`config.mk`:
```
export PLATFORM = sky130hd
export DESIGN_NAME = uart_echo_ctrl_flat
export DESIGN_NICKNAME = d
export VERILOG_FILES = /design/src/rtl/uart_echo_ctrl_if.sv /design/src/rtl/uart_echo_ctrl.sv /design/src/flat_wrapper.sv
export SDC_FILE = /design/constraint.sdc
export NUM_CORES = 1
export LEC_CHECK = 0
export BUFFER_PORTS_ARGS = -buffer_cell sky130_fd_sc_hd__buf_2
export CORE_MARGIN = 2
export CORE_UTILIZATION = 50
export CTS_CLUSTER_SIZE = 14
export DETAILED_ROUTE_END_ITERATION = 10
export GPL_ROUTABILITY_DRIVEN = 0
export PLACE_DENSITY = 0.74
export RECOVER_POWER = 100
export SLEW_MARGIN = 10
export SYNTH_ARGS = -nofsm -noshare
export SYNTH_HDL_FRONTEND = slang
export SYNTH_SLANG_ARGS = --single-unit
export TNS_END_PERCENT = 1
```
`constraint.sdc`:
```
create_clock -name clk -period 5.1 [get_ports clk]
set_input_delay 0 -clock clk [delete_from_list [all_inputs] [get_ports clk]]
set_output_delay 0 -clock clk [all_outputs]
set_load 0.01 [all_outputs]
```
`src/rtl/uart_echo_ctrl_if.sv`:
```
// FIFO-side bundle of the UART echo controller: rx/tx FIFO flags in, pop/push strobes out.
// The controller owns the master modport and the FIFO pair owns the slave modport.

interface uart_echo_ctrl_if #(
  parameter int DATA_BITS = 8
);
  // Handshake: read_data is first-word-fall-through and valid whenever rx_empty=0;
  // read_uart is a one-cycle pop of that word. write_uart is a one-cycle push of
  // write_data and is only raised when tx_full was low on the preceding edge.
  logic                 rx_empty;
  logic                 rx_full;
  logic                 tx_full;
  logic [DATA_BITS-1:0] read_data;
  logic                 read_uart;
  logic                 write_uart;
  logic [DATA_BITS-1:0] write_data;

  modport master (
    input  rx_empty,
    input  rx_full,
    input  tx_full,
    input  read_data,
    output read_uart,
    output write_uart,
    output write_data
  );

  modport slave (
    output rx_empty,
    output rx_full,
    output tx_full,
    output read_data,
    input  read_uart,
    input  write_uart,
    input  write_data
  );
endinterface

```
`src/rtl/uart_echo_ctrl.sv`:
```
// Echo controller: pops bytes from the UART rx FIFO and pushes them (optionally
// case-inverted) into the tx FIFO, with statistics, sticky error flags and a tx-full timeout.

module uart_echo_ctrl #(
  parameter int DATA_BITS   = 8,
  parameter int CNT_BITS    = 16,
  parameter int TX_WAIT_MAX = 1023
) (
  input  logic                 clk,
  input  logic                 reset,
  input  logic [1:0]           mode,
  input  logic                 btn_tick,
  input  logic                 clr_stats,
  uart_echo_ctrl_if.master     fifo,
  output logic [DATA_BITS-1:0] last_byte,
  output logic [CNT_BITS-1:0]  byte_count,
  output logic                 overrun_flag,
  output logic                 tx_drop_flag,
  output logic                 busy,
  output logic                 o_dbg_state
);

  localparam int WAIT_BITS = (TX_WAIT_MAX < 2) ? 1 : $clog2(TX_WAIT_MAX + 1);
  localparam logic [WAIT_BITS-1:0] WAIT_LAST = WAIT_BITS'(TX_WAIT_MAX - 1);

  typedef enum logic {
    S_IDLE = 1'b0,
    S_SEND = 1'b1
  } state_t;

  state_t               r_state;
  logic [DATA_BITS-1:0] r_hold;
  logic                 r_xform;
  logic [WAIT_BITS-1:0] r_wait;
  logic                 r_rd;
  logic                 r_wr;
  logic [DATA_BITS-1:0] r_wd;
  logic [DATA_BITS-1:0] r_last;
  logic [CNT_BITS-1:0]  r_count;
  logic                 r_overrun;
  logic                 r_drop_flag;
  logic                 r_busy;

  logic                 w_trigger;
  logic                 w_push;
  logic                 w_drop;
  logic [DATA_BITS-1:0] w_xdata;
  logic [CNT_BITS-1:0]  w_count_base;
  logic [CNT_BITS-1:0]  w_count_next;

  // ASCII case inversion; only meaningful for 8-bit words, identity otherwise.
  function automatic logic [DATA_BITS-1:0] f_xform(input logic [DATA_BITS-1:0] d,
                                                   input logic              en);
    logic [DATA_BITS-1:0] res;
    res = d;
    if (en && (DATA_BITS == 8)) begin
      if ((d >= DATA_BITS'(8'h41)) && (d <= DATA_BITS'(8'h5A)))
        res = d + DATA_BITS'(8'h20);
      else if ((d >= DATA_BITS'(8'h61)) && (d <= DATA_BITS'(8'h7A)))
        res = d - DATA_BITS'(8'h20);
    end
    return res;
  endfunction

  assign w_trigger = (r_state == S_IDLE) && !fifo.rx_empty &&
                     ((mode == 2'b01) || (mode == 2'b10) || ((mode == 2'b00) && btn_tick));
  assign w_push    = (r_state == S_SEND) && !fifo.tx_full;
  assign w_drop    = (r_state == S_SEND) && fifo.tx_full && (r_wait == WAIT_LAST);
  assign w_xdata   = f_xform(r_hold, r_xform);

  // A clear and a push in the same cycle leave the counter at one.
  assign w_count_base = clr_stats ? '0 : r_count;
  assign w_count_next = (w_push && (w_count_base != '1)) ? (w_count_base + CNT_BITS'(1))
                                                         : w_count_base;

  always_ff @(posedge clk or negedge reset) begin
    if (!reset) begin
      r_state     <= S_IDLE;
      r_hold      <= '0;
      r_xform     <= 1'b0;
      r_wait      <= '0;
      r_rd        <= 1'b0;
      r_wr        <= 1'b0;
      r_wd        <= '0;
      r_last      <= '0;
      r_count     <= '0;
      r_overrun   <= 1'b0;
      r_drop_flag <= 1'b0;
      r_busy      <= 1'b0;
    end else begin
      r_rd <= 1'b0;
      r_wr <= 1'b0;
      case (r_state)
        S_IDLE: begin
          if (w_trigger) begin
            r_hold  <= fifo.read_data;
            r_last  <= fifo.read_data;
            r_xform <= (mode == 2'b10);
            r_wait  <= '0;
            r_rd    <= 1'b1;
            r_busy  <= 1'b1;
            r_state <= S_SEND;
          end
        end
        S_SEND: begin
          if (!fifo.tx_full) begin
            r_wr    <= 1'b1;
            r_wd    <= w_xdata;
            r_busy  <= 1'b0;
            r_state <= S_IDLE;
          end else if (w_drop) begin
            r_busy  <= 1'b0;
            r_state <= S_IDLE;
          end else begin
            r_wait <= r_wait + WAIT_BITS'(1);
          end
        end
        default: begin
          r_busy  <= 1'b0;
          r_state <= S_IDLE;
        end
      endcase
      // Sticky flags: a same-cycle set overrides the clear.
      r_overrun   <= (r_overrun & ~clr_stats) | fifo.rx_full;
      r_drop_flag <= (r_drop_flag & ~clr_stats) | w_drop;
      r_count     <= w_count_next;
    end
  end

  assign fifo.read_uart  = r_rd;
  assign fifo.write_uart = r_wr;
  assign fifo.write_data = r_wd;
  assign last_byte       = r_last;
  assign byte_count      = r_count;
  assign overrun_flag    = r_overrun;
  assign tx_drop_flag    = r_drop_flag;
  assign busy            = r_busy;
  assign o_dbg_state     = r_state;

endmodule
```
`src/flat_wrapper.sv`:
```
// flat-port wrapper written by rule: the top's interface ports become plain ports
module uart_echo_ctrl_flat 
#(
  parameter int DATA_BITS   = 8,
  parameter int CNT_BITS    = 16,
  parameter int TX_WAIT_MAX = 1023
)
  (clk, reset, mode, btn_tick, clr_stats, last_byte, byte_count, overrun_flag, tx_drop_flag, busy, o_dbg_state, fifo_rx_empty, fifo_rx_full, fifo_tx_full, fifo_read_data, fifo_read_uart, fifo_write_uart, fifo_write_data);
  uart_echo_ctrl_if #(.DATA_BITS(DATA_BITS)) fifo_i ();
  input  logic clk;
  input  logic reset;
  input  logic [1:0] mode;
  input  logic btn_tick;
  input  logic clr_stats;
  output logic [DATA_BITS-1:0] last_byte;
  output logic [CNT_BITS-1:0] byte_count;
  output logic overrun_flag;
  output logic tx_drop_flag;
  output logic busy;
  output logic o_dbg_state;
  input wire logic [$bits(fifo_i.rx_empty)-1:0] fifo_rx_empty;
  input wire logic [$bits(fifo_i.rx_full)-1:0] fifo_rx_full;
  input wire logic [$bits(fifo_i.tx_full)-1:0] fifo_tx_full;
  input wire logic [$bits(fifo_i.read_data)-1:0] fifo_read_data;
  output wire logic [$bits(fifo_i.read_uart)-1:0] fifo_read_uart;
  output wire logic [$bits(fifo_i.write_uart)-1:0] fifo_write_uart;
  output wire logic [$bits(fifo_i.write_data)-1:0] fifo_write_data;
  assign fifo_i.rx_empty = fifo_rx_empty;
  assign fifo_i.rx_full = fifo_rx_full;
  assign fifo_i.tx_full = fifo_tx_full;
  assign fifo_i.read_data = fifo_read_data;
  assign fifo_read_uart = fifo_i.read_uart;
  assign fifo_write_uart = fifo_i.write_uart;
  assign fifo_write_data = fifo_i.write_data;
  uart_echo_ctrl #(.DATA_BITS(DATA_BITS), .CNT_BITS(CNT_BITS), .TX_WAIT_MAX(TX_WAIT_MAX)) u_core (.clk(clk), .reset(reset), .mode(mode), .btn_tick(btn_tick), .clr_stats(clr_stats), .fifo(fifo_i), .last_byte(last_byte), .byte_count(byte_count), .overrun_flag(overrun_flag), .tx_drop_flag(tx_drop_flag), .busy(busy), .o_dbg_state(o_dbg_state));
endmodule
```
* Word-level counts from Yosys, hierarchy flattened
Cells that the tools add are included.
Operators by class: bitwise operators 7, shift-type cells 0, add/sub/neg operators 4, $lt $le $gt $ge 4, multiplexer cells 20, equal/unequal tests 8, div/mod/pow operators 0, $mul 0, reductions and logical operators 18
Operator list (count):
- $mux W16 | 2
- $mux W10 | 3
- $mux W8 | 3
- $pmux W10 S2 | 1
- $add A16 B1 Y16 const B | 1
- $ge A8 B7 Y1 const B | 2
- $le A8 B7 Y1 const B | 2
- $ne A16 B16 Y1 const B | 1
- $add A10 B1 Y10 const B | 1
- $eq A10 B10 Y1 const B | 1
- $logic_and A1 B1 Y1 | 9
- $mux W1 | 9
- $add A8 B6 Y8 const B | 1
- $sub A8 B6 Y8 const B | 1
- $reduce_and A2 Y1 | 3
- $ne A2 B2 Y1 const B | 2
- $pmux W1 S2 | 2
- $ne A3 B3 Y1 const B | 1
- $not A1 Y1 | 3
- $reduce_and A3 Y1 | 1
- $and A1 B1 Y1 | 2
- $eq A2 B1 Y1 const B | 1
- $eq A2 B2 Y1 const B | 1
- $logic_not A1 Y1 | 2
- 4 further kinds | 6
Word-level totals: input bits 17, register bits 49, memory bits (writable) 0, memories 0, output and inout port bits 38, word-level logic and storage cells 72, memory bits (read-only) 0, bits in latches 0

* Longest topological paths before layout
Gate-level depths: netlist of run 1.
depth after elaboration 6, depth in mapped cells 8

* Worst setup path before layout of run 1
Ideal clock, no wire load.
path kind register to register, start register u_core.r_count[0], in the netlist u_core.byte_count[0], end register u_core.r_count[14], in the netlist u_core.byte_count[14], setup time 0.128 ns, buffers on the path 0, arrival 1.967 ns, cell stages (with the launch flop) 7, clock period less this slack 2.094 ns, required time 4.972 ns, path slack 3.006 ns, cells stage by stage dfrtp_1 -> nor2b_1 -> ha_1 -> nand4_1 -> or4_1 -> nor4_1 -> mux2_1
Between the ends: cells in the longest elaborated chain, start to end 4, elaborated cells between the ends (all ways) 5, those cells by class add/sub (1); eq/ne (1); mux (2); reduce/logical (1)
Ends and longest elaborated chain:
- from (decl) | line uart_echo_ctrl.sv:39 | logic [CNT_BITS-1:0] r_count;
- from (signal assigned) | line uart_echo_ctrl.sv:126 | r_count <= w_count_next;
- $mux W16 (*) | line uart_echo_ctrl.sv:72 | assign w_count_base = clr_stats ? '0 : r_count;
- parallel branches: the longest is 2 deep, another holds $add A16 B1 Y16
- $mux W16 (*) | line uart_echo_ctrl.sv:73 | assign w_count_next = (w_push && (w_count_base != '1)) ? (w_count_base + CNT_BITS'(1))
- via u_core.w_count_next[14] | line uart_echo_ctrl.sv:49 | logic [CNT_BITS-1:0] w_count_next;
Mark *: on every way through the listed nets, which the timed path passes. A chain may end at the register's enable or synchronous reset.

==> impl_summary.log, run 1 <==
INFO  metric run_status = finished with violations
INFO  metric failed_checks = max-capacitance violations, max-slew violations
INFO  metric critPathRequiredTime = 4.97 ns
INFO  metric clock_skew = 0.00948 ns
INFO  metric leakage = 1.34 nW
INFO  metric crit_type = in2async
INFO  metric die_h = 76.1 um
INFO  metric critPathCaptureType = asynchronous set/reset pin
INFO  metric cts-root-buf = sky130_fd_sc_hd__clkbuf_8
INFO  metric area.growth.synth_to_final = 15.7%
INFO  metric tritoncts = done
INFO  metric hold_violations = 0
INFO  metric crit_path_start_kind = primary input
INFO  metric antenna_violations_before_repair = 0
INFO  metric synth_xor_area_share = 1.01%
INFO  metric track_usage = 21.4%
INFO  metric number_of_synthesized_flops_with_an_enable_pin = 0
INFO  metric synth_simple_gate_area_share = 24.5%
INFO  metric num_antenna_cells = 0
INFO  metric p_sw_share = 34.0%
INFO  metric fp.coreArea = 5070 um2
INFO  metric remaining_drc_errors = 0
INFO  metric grt_start_max_net_pins = 50
INFO  metric ys_dominant_reg_cell = sky130_fd_sc_hd__dfrtp_1
INFO  metric design.die.area = 5800 um2
INFO  metric post-synth-top-count-cell = sky130_fd_sc_hd__dfrtp_1
INFO  metric post_synth_inst_count = 278
INFO  metric grt_first_pass_wirelength = 10,200 um
INFO  metric synth_largest_type_area_fraction = 47.1%
INFO  metric power.ir.vdd_worst = 0.206 mV
INFO  metric worst_path_max_delay_cell = sky130_fd_sc_hd__clkbuf_1
INFO  metric post_cts.resized_instances = 0
INFO  metric syn_area = 2600 um2
INFO  metric utilization = 59.3%
INFO  metric synthArstFlopShare = 100%
INFO  metric drive_above_1_share = 7.74%
INFO  metric synth_fa_ha_area_share = 3.85%
INFO  metric timing.setup.tns = 0 ns
INFO  metric max_slew.worst_pin.slew = 2.52 ns
INFO  metric max-slew-margin-rel = -68.2%
INFO  metric drv.max_cap_violation_count = 1
INFO  metric route.antenna.remaining_nets = 0
INFO  metric grt_setup_unrepaired = false
INFO  metric clk_pin_slew_worst_paths = 0.08 ns
INFO  metric detailed_routing_iterations_pass_1 = 4
INFO  metric io-pin-count = 55
INFO  metric worst-path-buf-inv = 2
INFO  metric critical_path.cell_chain = dlygate4sd3_1 -> clkbuf_1
INFO  metric cp_slowest_stage_delay = 1.79 ns
INFO  metric avgSynthCellArea = 9.36 um2
INFO  metric drt-initial-drc-count = 139
INFO  metric fin_crit_sh = 48.4%
INFO  metric post_synthesis_compound_gate_area_fraction = 16.5%
INFO  metric io_buffer_count = 54
INFO  metric crit-reg2reg-launch = u_core.o_dbg_state
INFO  metric via_count = 2,279
INFO  metric number_of_nets_in_the_synthesized_netlist = 303
INFO  metric dieWidth = 76.1 um
INFO  metric place_inst = 388
INFO  metric wl_per_cell = 14.5 um
INFO  metric worstSkewPairLatency = 0.29 ns
INFO  metric numClockSinks = 49
INFO  metric comb_power_share = 23.7%
INFO  metric switching_power = 0.327 mW
INFO  metric rr_worst_depth = 5
INFO  metric netlist.top_cell.by_area = sky130_fd_sc_hd__dfrtp_1
INFO  metric startpoint = reset
INFO  metric synth_top_cells_by_area = sky130_fd_sc_hd__dfrtp_1 47%, sky130_fd_sc_hd__nand2_1 6.5%, sky130_fd_sc_hd__ha_1 3.8%, sky130_fd_sc_hd__a21oi_1 3.5%, sky130_fd_sc_hd__o21ai_0 3.3%
INFO  metric cts_made_buffers = 5
INFO  metric clock_power_share = 22.4%
INFO  metric internal_power = 0.635 mW
INFO  metric main_combinational_cell_family_by_area_after_synthesis = simple AND/OR/NAND/NOR gates
INFO  metric total_power_consumption = 0.962 mW
INFO  metric synth.area.mux_share = 2.02%
INFO  metric ys_seq_area_share = 47.1%
INFO  metric min_period = 2.47 ns
INFO  metric critical_path.max_fanout = 49
INFO  metric power_per_cell_area = 319 nW/um2
INFO  metric pre_cts_ws = 2.91 ns
INFO  metric setup_violations = 0
INFO  metric design.final.nets = 360
INFO  metric reg_to_reg_slack_setup = 2.82 ns
INFO  metric number_of_synthesized_register_bits = 49
INFO  metric timing.fmax = 405 MHz
INFO  metric max-clock-path-buffers = 2
INFO  metric worstReg2RegEnd = u_core.byte_count[12]
INFO  metric hpwl = 4170 um
INFO  metric synth_common_cells = 49 x sky130_fd_sc_hd__dfrtp_1, 45 x sky130_fd_sc_hd__nand2_1, 18 x sky130_fd_sc_hd__a21oi_1
INFO  metric htree_levels = 2
INFO  metric power_frac_seq = 53.9%
INFO  metric fin_ws = 2.63 ns
INFO  metric cp.arrival = 2.34 ns
INFO  metric yosys_warnings = 0
INFO  metric finalNonFillerCells = 406
INFO  metric globalRoute.totalOverflow = 0
INFO  metric via_per_inst = 5.61
INFO  metric floorplan.initialDensity = 51.3%
INFO  metric placement_rows = 26
INFO  metric first_global_vias = 2,107
INFO  metric slew_violations = 50
INFO  metric synthDistinctLibCells = 47
INFO  metric crit_family = buffers and inverters
INFO  metric crit_path_end = u_core.overrun_flag
INFO  metric holdCritPathClass = in2reg
INFO  metric drt-total-wl = 5890 um
INFO  metric cp_num_cells = 2
## placed cells by master (no fill, tap or decap), drive strengths merged, types with 4 or more instances in the layout
cell type,instances
dlygate4sd3,10
nor2b,4
nand2b,6
nor4,5
nor2,10
a21oi,18
o41ai,4
clkbuf,46
ha,8
nand3,11
or4,8
inv,12
o31ai,8
nand2,45
nand3b,4
o21ai,17
or3,5
dfrtp,49
nand4,9
buf,15
## routing by layer
metal	track usage (%)	up-vias	routed length, um
met5	0	-	0
met4	6.73	0	65
met3	4.03	7	309
met2	34.4	62	2790
met1	29.7	1082	2730
li1	-	1128	-
## per-stage QoR
step,area (um2),hold slack [ns]
after floorplan,2600,-0.296
after global placement,2880,0.179
after detailed placement,2880,0.182
after CTS,3070,0.0363
after global routing,3010,0.0767
final,3010,0.0500
## worst reg2reg max path, cell delays in order (launching register included)
cell                       delay (ns)
sky130_fd_sc_hd__dfrtp_1         0.45
sky130_fd_sc_hd__nand2b_1        0.36
sky130_fd_sc_hd__inv_1           0.35
sky130_fd_sc_hd__nand4_1         0.34
sky130_fd_sc_hd__or4_1           0.56
sky130_fd_sc_hd__a21oi_1         0.16
## how the worst min path moves through the flow
stage / startpoint / to / slack (ns) / depth (start not counted)
finish: fifo_tx_full / u_core.r_wait[6] / 0.05 / 3
global route: fifo_tx_full / u_core.r_wait[6] / 0.08 / 3
CTS: fifo_tx_full / u_core.r_wait[6] / 0.04 / 3
detailed placement: fifo_rx_full / u_core.overrun_flag / 0.18 / 2
global placement: fifo_rx_full / u_core.overrun_flag / 0.18 / 2
floorplan: reset / u_core.busy / -0.30 / 0
## power by group through the flow
stage,Clock (mW),Sequential (mW),Combinational [mW]
finish,0.215,0.518,0.228
global route,0.240,0.529,0.259
CTS,0.226,0.515,0.244
detailed placement,0,0.523,0.237
global placement,0,0.520,0.233
floorplan,0,0.527,0.141
## what timing repair did
| item | CTS | global route |
|---|---|---|
| setup buffers | 0 | 0 |
| endpoints found under the hold margin | 58 | 0 |
| hold buffers | 10 | 0 |
## sequential cells by signal (all words and copies together), names as in the netlist
register,count
u_core.r_xform,1
u_core.fifo.write_uart,1
u_core.overrun_flag,1
u_core.fifo.write_data,8
u_core.tx_drop_flag,1
u_core.r_wait,10
u_core.byte_count,16
u_core.fifo.read_uart,1
u_core.o_dbg_state,1
u_core.busy,1
u_core.r_hold,8
## layout make-up
| type | instances | area (um2) |
|---|---|---|
| Sequential cell | 49 | 1230 |
| Clock inverter | 2 | 10.0 |
| Fill cell | 467 | 2060 |
| Multi-Input combinational cell | 202 | 1240 |
| Clock buffer | 6 | 72.6 |
| Tap cell | 70 | 87.6 |
| Inverter | 12 | 45.0 |
| Timing Repair Buffer | 65 | 325 |
## kinds of logic (layout without fill, tap and decap cells)
family	count (synthesis)	in the layout
AOI/OAI and AO/OA	67	67
xor gates and xnor gates	3	3
adders and majority gates	8	8
buffers and inverters	27	85
DFF	49	49
muxes	5	5
and+or+nand+nor	119	119
Power figures use the tool's default switching activity.
==> inputs of run 2 (changes only) <==
Settings changed: CORE_UTILIZATION 50 to 49, PLACE_DENSITY 0.74 to 0.76.
Clock period 5.1 ns to 2.15 ns, I/O delays scaled along.
==> impl_summary.log, run 2 (synthesis gave the netlist of run 1 again) <==
INFO  metric startpoint = u_core.byte_count[0]
INFO  metric numClockSinks = 49 (unchanged)
INFO  metric design.final.nets = 373 (+3.6%)
INFO  metric comb_power_share = 23.0% (-0.7 points)
INFO  metric largest_register_ffs = 16 (unchanged)
INFO  metric pre_cts_ws = 0.0369 ns (-2.87 ns)
INFO  metric power_frac_seq = 49.8% (-4.1 points)
INFO  metric max_slew.worst_pin.slew = 1.58 ns (-0.943 ns)
INFO  metric timing.setup.tns = 0 ns (unchanged)
INFO  metric timing.fmax = 495 MHz
INFO  metric dieWidth = 76.9 um (+0.96%)
INFO  metric num_antenna_cells = 0 (unchanged)
INFO  metric crit_type = reg2reg
INFO  metric fin_crit_sh = 93.9%
INFO  metric floorplan.initialDensity = 50.9% (-0.33 points)
INFO  metric worstSkewPairLatency = 0.31 ns (+0.02 ns)
INFO  metric reg_to_reg_slack_setup = 0.13 ns (-2.69 ns)
INFO  metric grt_start_max_net_pins = 31 (-38%)
INFO  metric hold_violations = 0 (unchanged)
INFO  metric grt_first_pass_wirelength = 10,400 um (+2.3%)
INFO  metric switching_power = 0.807 mW (+150%)
INFO  metric setup_violations = 0 (unchanged)
INFO  metric cts-root-buf = sky130_fd_sc_hd__clkbuf_8
INFO  metric crit-reg2reg-launch = u_core.byte_count[0]
INFO  metric detailed_routing_iterations_pass_1 = 4 (unchanged)
INFO  metric drt-initial-drc-count = 105 (-24%)
INFO  metric leakage = 1.42 nW (+5.6%)
INFO  metric failed_checks = max-capacitance violations, max-slew violations
INFO  metric route.antenna.remaining_nets = 0 (unchanged)
INFO  metric clk_pin_slew_worst_paths = 0.10 ns (+0.02 ns)
INFO  metric io_buffer_count = 54 (unchanged)
INFO  metric internal_power = 1.64 mW (+160%)
INFO  metric tritoncts = done
INFO  metric track_usage = 21.7% (+0.26 points)
INFO  metric multi_input_comb_area = 1280 um2 (+2.6%)
INFO  metric n_fill_cell = 492 (+5.4%)
INFO  metric drt-total-wl = 6070 um (+3.1%)
INFO  metric first_global_vias = 2,260 (+7.3%)
INFO  metric critPathRequiredTime = 2.33 ns (-2.64 ns)
INFO  metric fin_area = 3160 um2 (+5.1%)
INFO  metric hpwl = 4200 um (+0.84%)
INFO  metric via_per_inst = 5.62 (about the same)
INFO  metric p_sw_share = 33.0% (-1.1 points)
INFO  metric seqCellArea = 1230 um2 (unchanged)
INFO  metric fp.coreArea = 5110 um2 (+0.64%)
INFO  metric total_power_consumption = 2.45 mW (+150%)
INFO  metric layout.cells.most_common = sky130_fd_sc_hd__dfrtp_1
INFO  metric wl_per_cell = 14.5 um (-0.11%)
INFO  metric drive_above_1_share = 12.6% (+4.9 points)
INFO  metric cp.arrival = 2.20 ns (-0.14 ns)
INFO  metric cts_made_buffers = 5 (unchanged)
INFO  metric io-pin-count = 55 (unchanged)
INFO  metric power.ir.vdd_worst = 0.468 mV (+130%)
INFO  metric max-slew-margin-rel = -5.32% (+63 points)
INFO  metric layout_common_cells = 49 x sky130_fd_sc_hd__dfrtp_1, 45 x sky130_fd_sc_hd__nand2_1, 41 x sky130_fd_sc_hd__clkbuf_1
INFO  metric min_period = 2.02 ns
INFO  metric run_status = finished with violations
INFO  metric fin_ws = 0.132 ns (-2.50 ns)
INFO  metric clock_power_share = 27.2% (+4.8 points)
INFO  metric antenna_violations_before_repair = 0 (unchanged)
INFO  metric critPathCaptureType = flop
INFO  metric rr_worst_depth = 6 (+1)
INFO  metric clock_skew = 0.0153 ns (+0.00578 ns)
INFO  metric drv.max_cap_violation_count = 1 (unchanged)
INFO  metric placedInstanceArea = 2970 um2 (+2.9%)
INFO  metric holdCritPathClass = in2reg
INFO  metric via_count = 2,354 (+3.3%)
INFO  metric die_h = 76.9 um (+0.96%)
INFO  metric placement_rows = 26 (unchanged)
INFO  metric critical_path.max_fanout = 3 (-94%)
INFO  metric crit_path_start_kind = flop
INFO  metric globalRoute.totalOverflow = 0 (unchanged)
INFO  metric area.growth.synth_to_final = 21.6%
INFO  metric worstReg2RegEnd = u_core.byte_count[14]
INFO  metric remaining_drc_errors = 0 (unchanged)
INFO  metric htree_levels = 2 (unchanged)
INFO  metric crit_path_end = u_core.byte_count[14]
INFO  metric fin_worst_hold_slack = 0.0226 ns (-0.0273 ns)
INFO  metric slew_violations = 31 (-38%)
INFO  metric design.die.area = 5910 um2 (+1.9%)
INFO  metric max-clock-path-buffers = 2 (unchanged)
INFO  metric power_per_cell_area = 774 nW/um2 (+140%)
run 2: cell count changes in the layout (fill, tap and decap cells not counted), moves of 2 or more:
cell	previous run	this run
sky130_fd_sc_hd__or4_1	8	6
sky130_fd_sc_hd__clkinv_2	2	0
sky130_fd_sc_hd__or4_4	0	2
sky130_fd_sc_hd__clkbuf_2	0	2
sky130_fd_sc_hd__buf_4	0	10
sky130_fd_sc_hd__nor2b_1	4	2
run 2: cell type report:
type,instances,share of cell area [%]
multi-input cells,202,40.3
flip-flops and latches,49,38.8
repair buffers,78,13.1
well taps,70,2.77
clock buffers,5,2.17
clock inverters,3,1.46
inverters,12,1.42
run 2: stage by stage:
step,cells,utilization [%]
after floorplan,278,-
after global placement,399,58.1
after detailed placement,399,58.1
after CTS,417,62.3
after global routing,419,62.0
final,419,62.0
run 2: repair_timing:
item	CTS	global route
buffers inserted	0	2
endpoints found under the hold margin	37	0
gates resized for setup	0	6
endpoints found under the setup margin	0	1
hold buffers	10	0
run 2: how the worst min path moves through the flow:
stage | slack [ns] | cells past startpoint | to | startpoint
6_report | 0.02 | 3 | u_core.r_wait[6] | fifo_tx_full
5_1_grt | 0.07 | 4 | u_core.r_xform | mode[1]
4_1_cts | 0.02 | 3 | u_core.r_wait[6] | fifo_tx_full
3_5_place_dp | 0.08 | 1 | u_core.r_wait[5] | reset
3_3_place_gp | 0.08 | 1 | u_core.r_wait[5] | reset
2_1_floorplan | -0.30 | 0 | u_core.busy | reset
run 2: per-layer routing:
layer | track usage, % | vias up | part of all wire, % | wire length (um)
li1 | - | 1154 | - | -
met1 | 28.7 | 1131 | 45 | 2710
met2 | 35.4 | 61 | 48 | 2920
met3 | 5.06 | 8 | 6.1 | 370
met4 | 6.55 | 0 | 1.3 | 76
met5 | 0 | - | 0 | 0
run 2: worst max-delay path, stage by stage (launching register included):
cell                      delay [ns]
sky130_fd_sc_hd__dfrtp_1        0.37
sky130_fd_sc_hd__nor2b_4        0.16
sky130_fd_sc_hd__ha_1           0.17
sky130_fd_sc_hd__nand4_1        0.11
sky130_fd_sc_hd__or4_4          0.52
sky130_fd_sc_hd__nor4_4         0.22
sky130_fd_sc_hd__mux2_1         0.35
run 2: power by group through the flow:
| stage | Clock [mW] | Combinational [mW] | Sequential (mW) |
|---|---|---|---|
| after floorplan | 0 | 0.334 | 1.25 |
| after global placement | 0 | 0.564 | 1.23 |
| after detailed placement | 0 | 0.579 | 1.23 |
| after CTS | 0.685 | 0.597 | 1.21 |
| after global routing | 0.729 | 0.642 | 1.25 |
| final | 0.666 | 0.563 | 1.22 |
==> inputs of run 3 (changes only) <==
Settings changed: RECOVER_POWER 100 to unset.
==> impl_summary.log, run 3 (synthesis gave the netlist of run 1 again) <==
INFO  metric run_status = completed
INFO  metric place_inst = 399 (unchanged)
INFO  metric crit-reg2reg-launch = u_core.byte_count[0]
INFO  metric clk_pin_slew_worst_paths = 0.10 ns (about the same)
INFO  metric route.antenna.remaining_nets = 0 (unchanged)
INFO  metric power.ir.vdd_worst = 0.468 mV (about the same)
INFO  metric max-slew-margin-rel = 55.3% (+61 points)
INFO  metric via_per_inst = 5.63 (+0.13%)
INFO  metric timing.fmax = 496 MHz (about the same)
INFO  metric num_antenna_cells = 0 (unchanged)
INFO  metric fin_worst_hold_slack = 0.0253 ns (+0.00273 ns)
INFO  metric cts-root-buf = sky130_fd_sc_hd__clkbuf_8
INFO  metric die_h = 76.9 um (unchanged)
INFO  metric cts_made_buffers = 5 (unchanged)
INFO  metric setup_violations = 0 (unchanged)
INFO  metric finalNonFillerCells = 419 (unchanged)
INFO  metric crit_path_start_kind = flop
INFO  metric drt-initial-drc-count = 129 (+23%)
INFO  metric first_global_vias = 2,260 (unchanged)
INFO  metric dieWidth = 76.9 um (unchanged)
INFO  metric grt_first_pass_wirelength = 10,400 um (unchanged)
INFO  metric critPathCaptureType = flop
INFO  metric wl_per_cell = 14.4 um (-0.86%)
INFO  metric layout.cells.most_common = sky130_fd_sc_hd__buf_2
INFO  metric placement_rows = 26 (unchanged)
INFO  metric worstReg2RegEnd = u_core.byte_count[14]
INFO  metric worstSkewPairLatency = 0.31 ns (about the same)
INFO  metric layout_common_cells = 54 x sky130_fd_sc_hd__buf_2, 49 x sky130_fd_sc_hd__dfrtp_1, 45 x sky130_fd_sc_hd__nand2_1
INFO  metric drt-total-wl = 6020 um (-0.86%)
INFO  metric largest_register_ffs = 16 (unchanged)
INFO  metric io-pin-count = 55 (unchanged)
INFO  metric worst_hold_path.num_cells = 3 (unchanged)
INFO  metric antenna_violations_before_repair = 0 (unchanged)
INFO  metric leakage = 1.57 nW (+11%)
INFO  metric tritoncts = done
INFO  metric design.final.nets = 373 (unchanged)
INFO  metric design.die.area = 5910 um2 (unchanged)
INFO  metric fin_area = 3230 um2 (+1.9%)
INFO  metric globalRoute.totalOverflow = 0 (unchanged)
INFO  metric placedInstanceArea = 2970 um2 (unchanged)
INFO  metric slew_violations = 0 (-100%)
INFO  metric htree_levels = 2 (unchanged)
INFO  metric min_period = 2.02 ns (-0.0000410 ns)
INFO  metric holdCritPathClass = in2reg
INFO  metric remaining_drc_errors = 0 (unchanged)
INFO  metric critPathRequiredTime = 2.33 ns (about the same)
INFO  metric power_per_cell_area = 770 nW/um2 (-0.56%)
INFO  metric cp.arrival = 2.20 ns (about the same)
INFO  metric area.growth.synth_to_final = 24.0%
INFO  metric hpwl = 4200 um (unchanged)
INFO  metric grt_start_max_net_pins = 31 (unchanged)
INFO  metric detailed_routing_iterations_pass_1 = 4 (unchanged)
INFO  metric fin_crit_sh = 93.9% (about the same)
INFO  metric rr_worst_depth = 6 (unchanged)
INFO  metric via_count = 2,357 (+0.13%)
INFO  metric io_buffer_count = 54 (unchanged)
INFO  metric drv.max_cap_violation_count = 0 (-1)
INFO  metric max-clock-path-buffers = 2 (unchanged)
INFO  metric reg_to_reg_slack_setup = 0.13 ns (about the same)
INFO  metric track_usage = 21.7% (unchanged)
INFO  metric hold_path.startpoint = fifo_tx_full
INFO  metric floorplan.initialDensity = 50.9% (unchanged)
INFO  metric hold_violations = 0 (unchanged)
INFO  metric drive_above_1_share = 24.6% (+12 points)
INFO  metric timing.hold.worst_endpoint = u_core.r_wait[6]
INFO  metric critical_path.max_fanout = 3 (unchanged)
INFO  metric fp.coreArea = 5110 um2 (unchanged)
INFO  metric numClockSinks = 49 (unchanged)
INFO  metric crit_type = reg2reg
INFO  metric clock_skew = 0.0164 ns (+0.00115 ns)
INFO  metric max_slew.worst_pin.slew = 0.671 ns (-0.909 ns)
[run 3: worst max path at each step]
stage | end | cells after the start | start
global route | u_core.byte_count[14] | 6 | u_core.byte_count[1]
floorplan | u_core.byte_count[14] | 6 | u_core.byte_count[0]
global placement | u_core.byte_count[14] | 6 | u_core.byte_count[0]
finish | u_core.byte_count[14] | 6 | u_core.byte_count[0]
detailed placement | u_core.byte_count[14] | 6 | u_core.byte_count[0]
CTS | u_core.byte_count[14] | 6 | u_core.byte_count[0]
[run 3: critical path, cell delays in order (launching register included)]
cell,delay (ns)
sky130_fd_sc_hd__dfrtp_1,0.37
sky130_fd_sc_hd__nor2b_4,0.16
sky130_fd_sc_hd__ha_1,0.17
sky130_fd_sc_hd__nand4_1,0.11
sky130_fd_sc_hd__or4_4,0.53
sky130_fd_sc_hd__nor4_4,0.22
sky130_fd_sc_hd__mux2_1,0.35
[run 3: power breakdown]
part | internal (mW) | switching (mW)
sequential | 1.07 | 0.148
clock | 0.348 | 0.318
combinational | 0.262 | 0.338
total | 1.68 | 0.804
[run 3: stage by stage]
stage          total power [mW]  TNS (ns)  utilization, %  setup WS, ns
4_1_cts                    2.50         0            62.3        0.0300
3_5_place_dp               1.81         0            58.1        0.0369
6_report                   2.48         0            63.2         0.132
5_1_grt                    2.65   -0.0367            63.2       -0.0367
3_3_place_gp               1.79         0            58.1        0.0906
2_1_floorplan              1.58         0               -        0.0559
[run 3: layer usage]
| metal | up-vias | share of wire (%) | track usage (%) |
|---|---|---|---|
| met4 | 0 | 1.4 | 6.55 |
| li1 | 1150 | - | - |
| met2 | 70 | 48 | 35.4 |
| met3 | 10 | 6.2 | 5.06 |
| met1 | 1127 | 44 | 28.7 |
| met5 | - | 0 | 0 |
[run 3: cell type report]
cell class,instances,area [um2]
Fill cell,464,1880
Multi-Input combinational cell,202,1280
Sequential cell,49,1230
Timing Repair Buffer,78,475
Tap cell,70,87.6
Clock buffer,5,68.8
Clock inverter,3,46.3
Inverter,12,45.0
[run 3: timing repair]
| item | in CTS | in global routing |
|---|---|---|
| gates resized for setup | 0 | 6 |
| setup buffers | 0 | 2 |
| endpoints found under the setup margin | 0 | 1 |
| endpoints found under the hold margin | 37 | 0 |
| hold buffers | 10 | 0 |
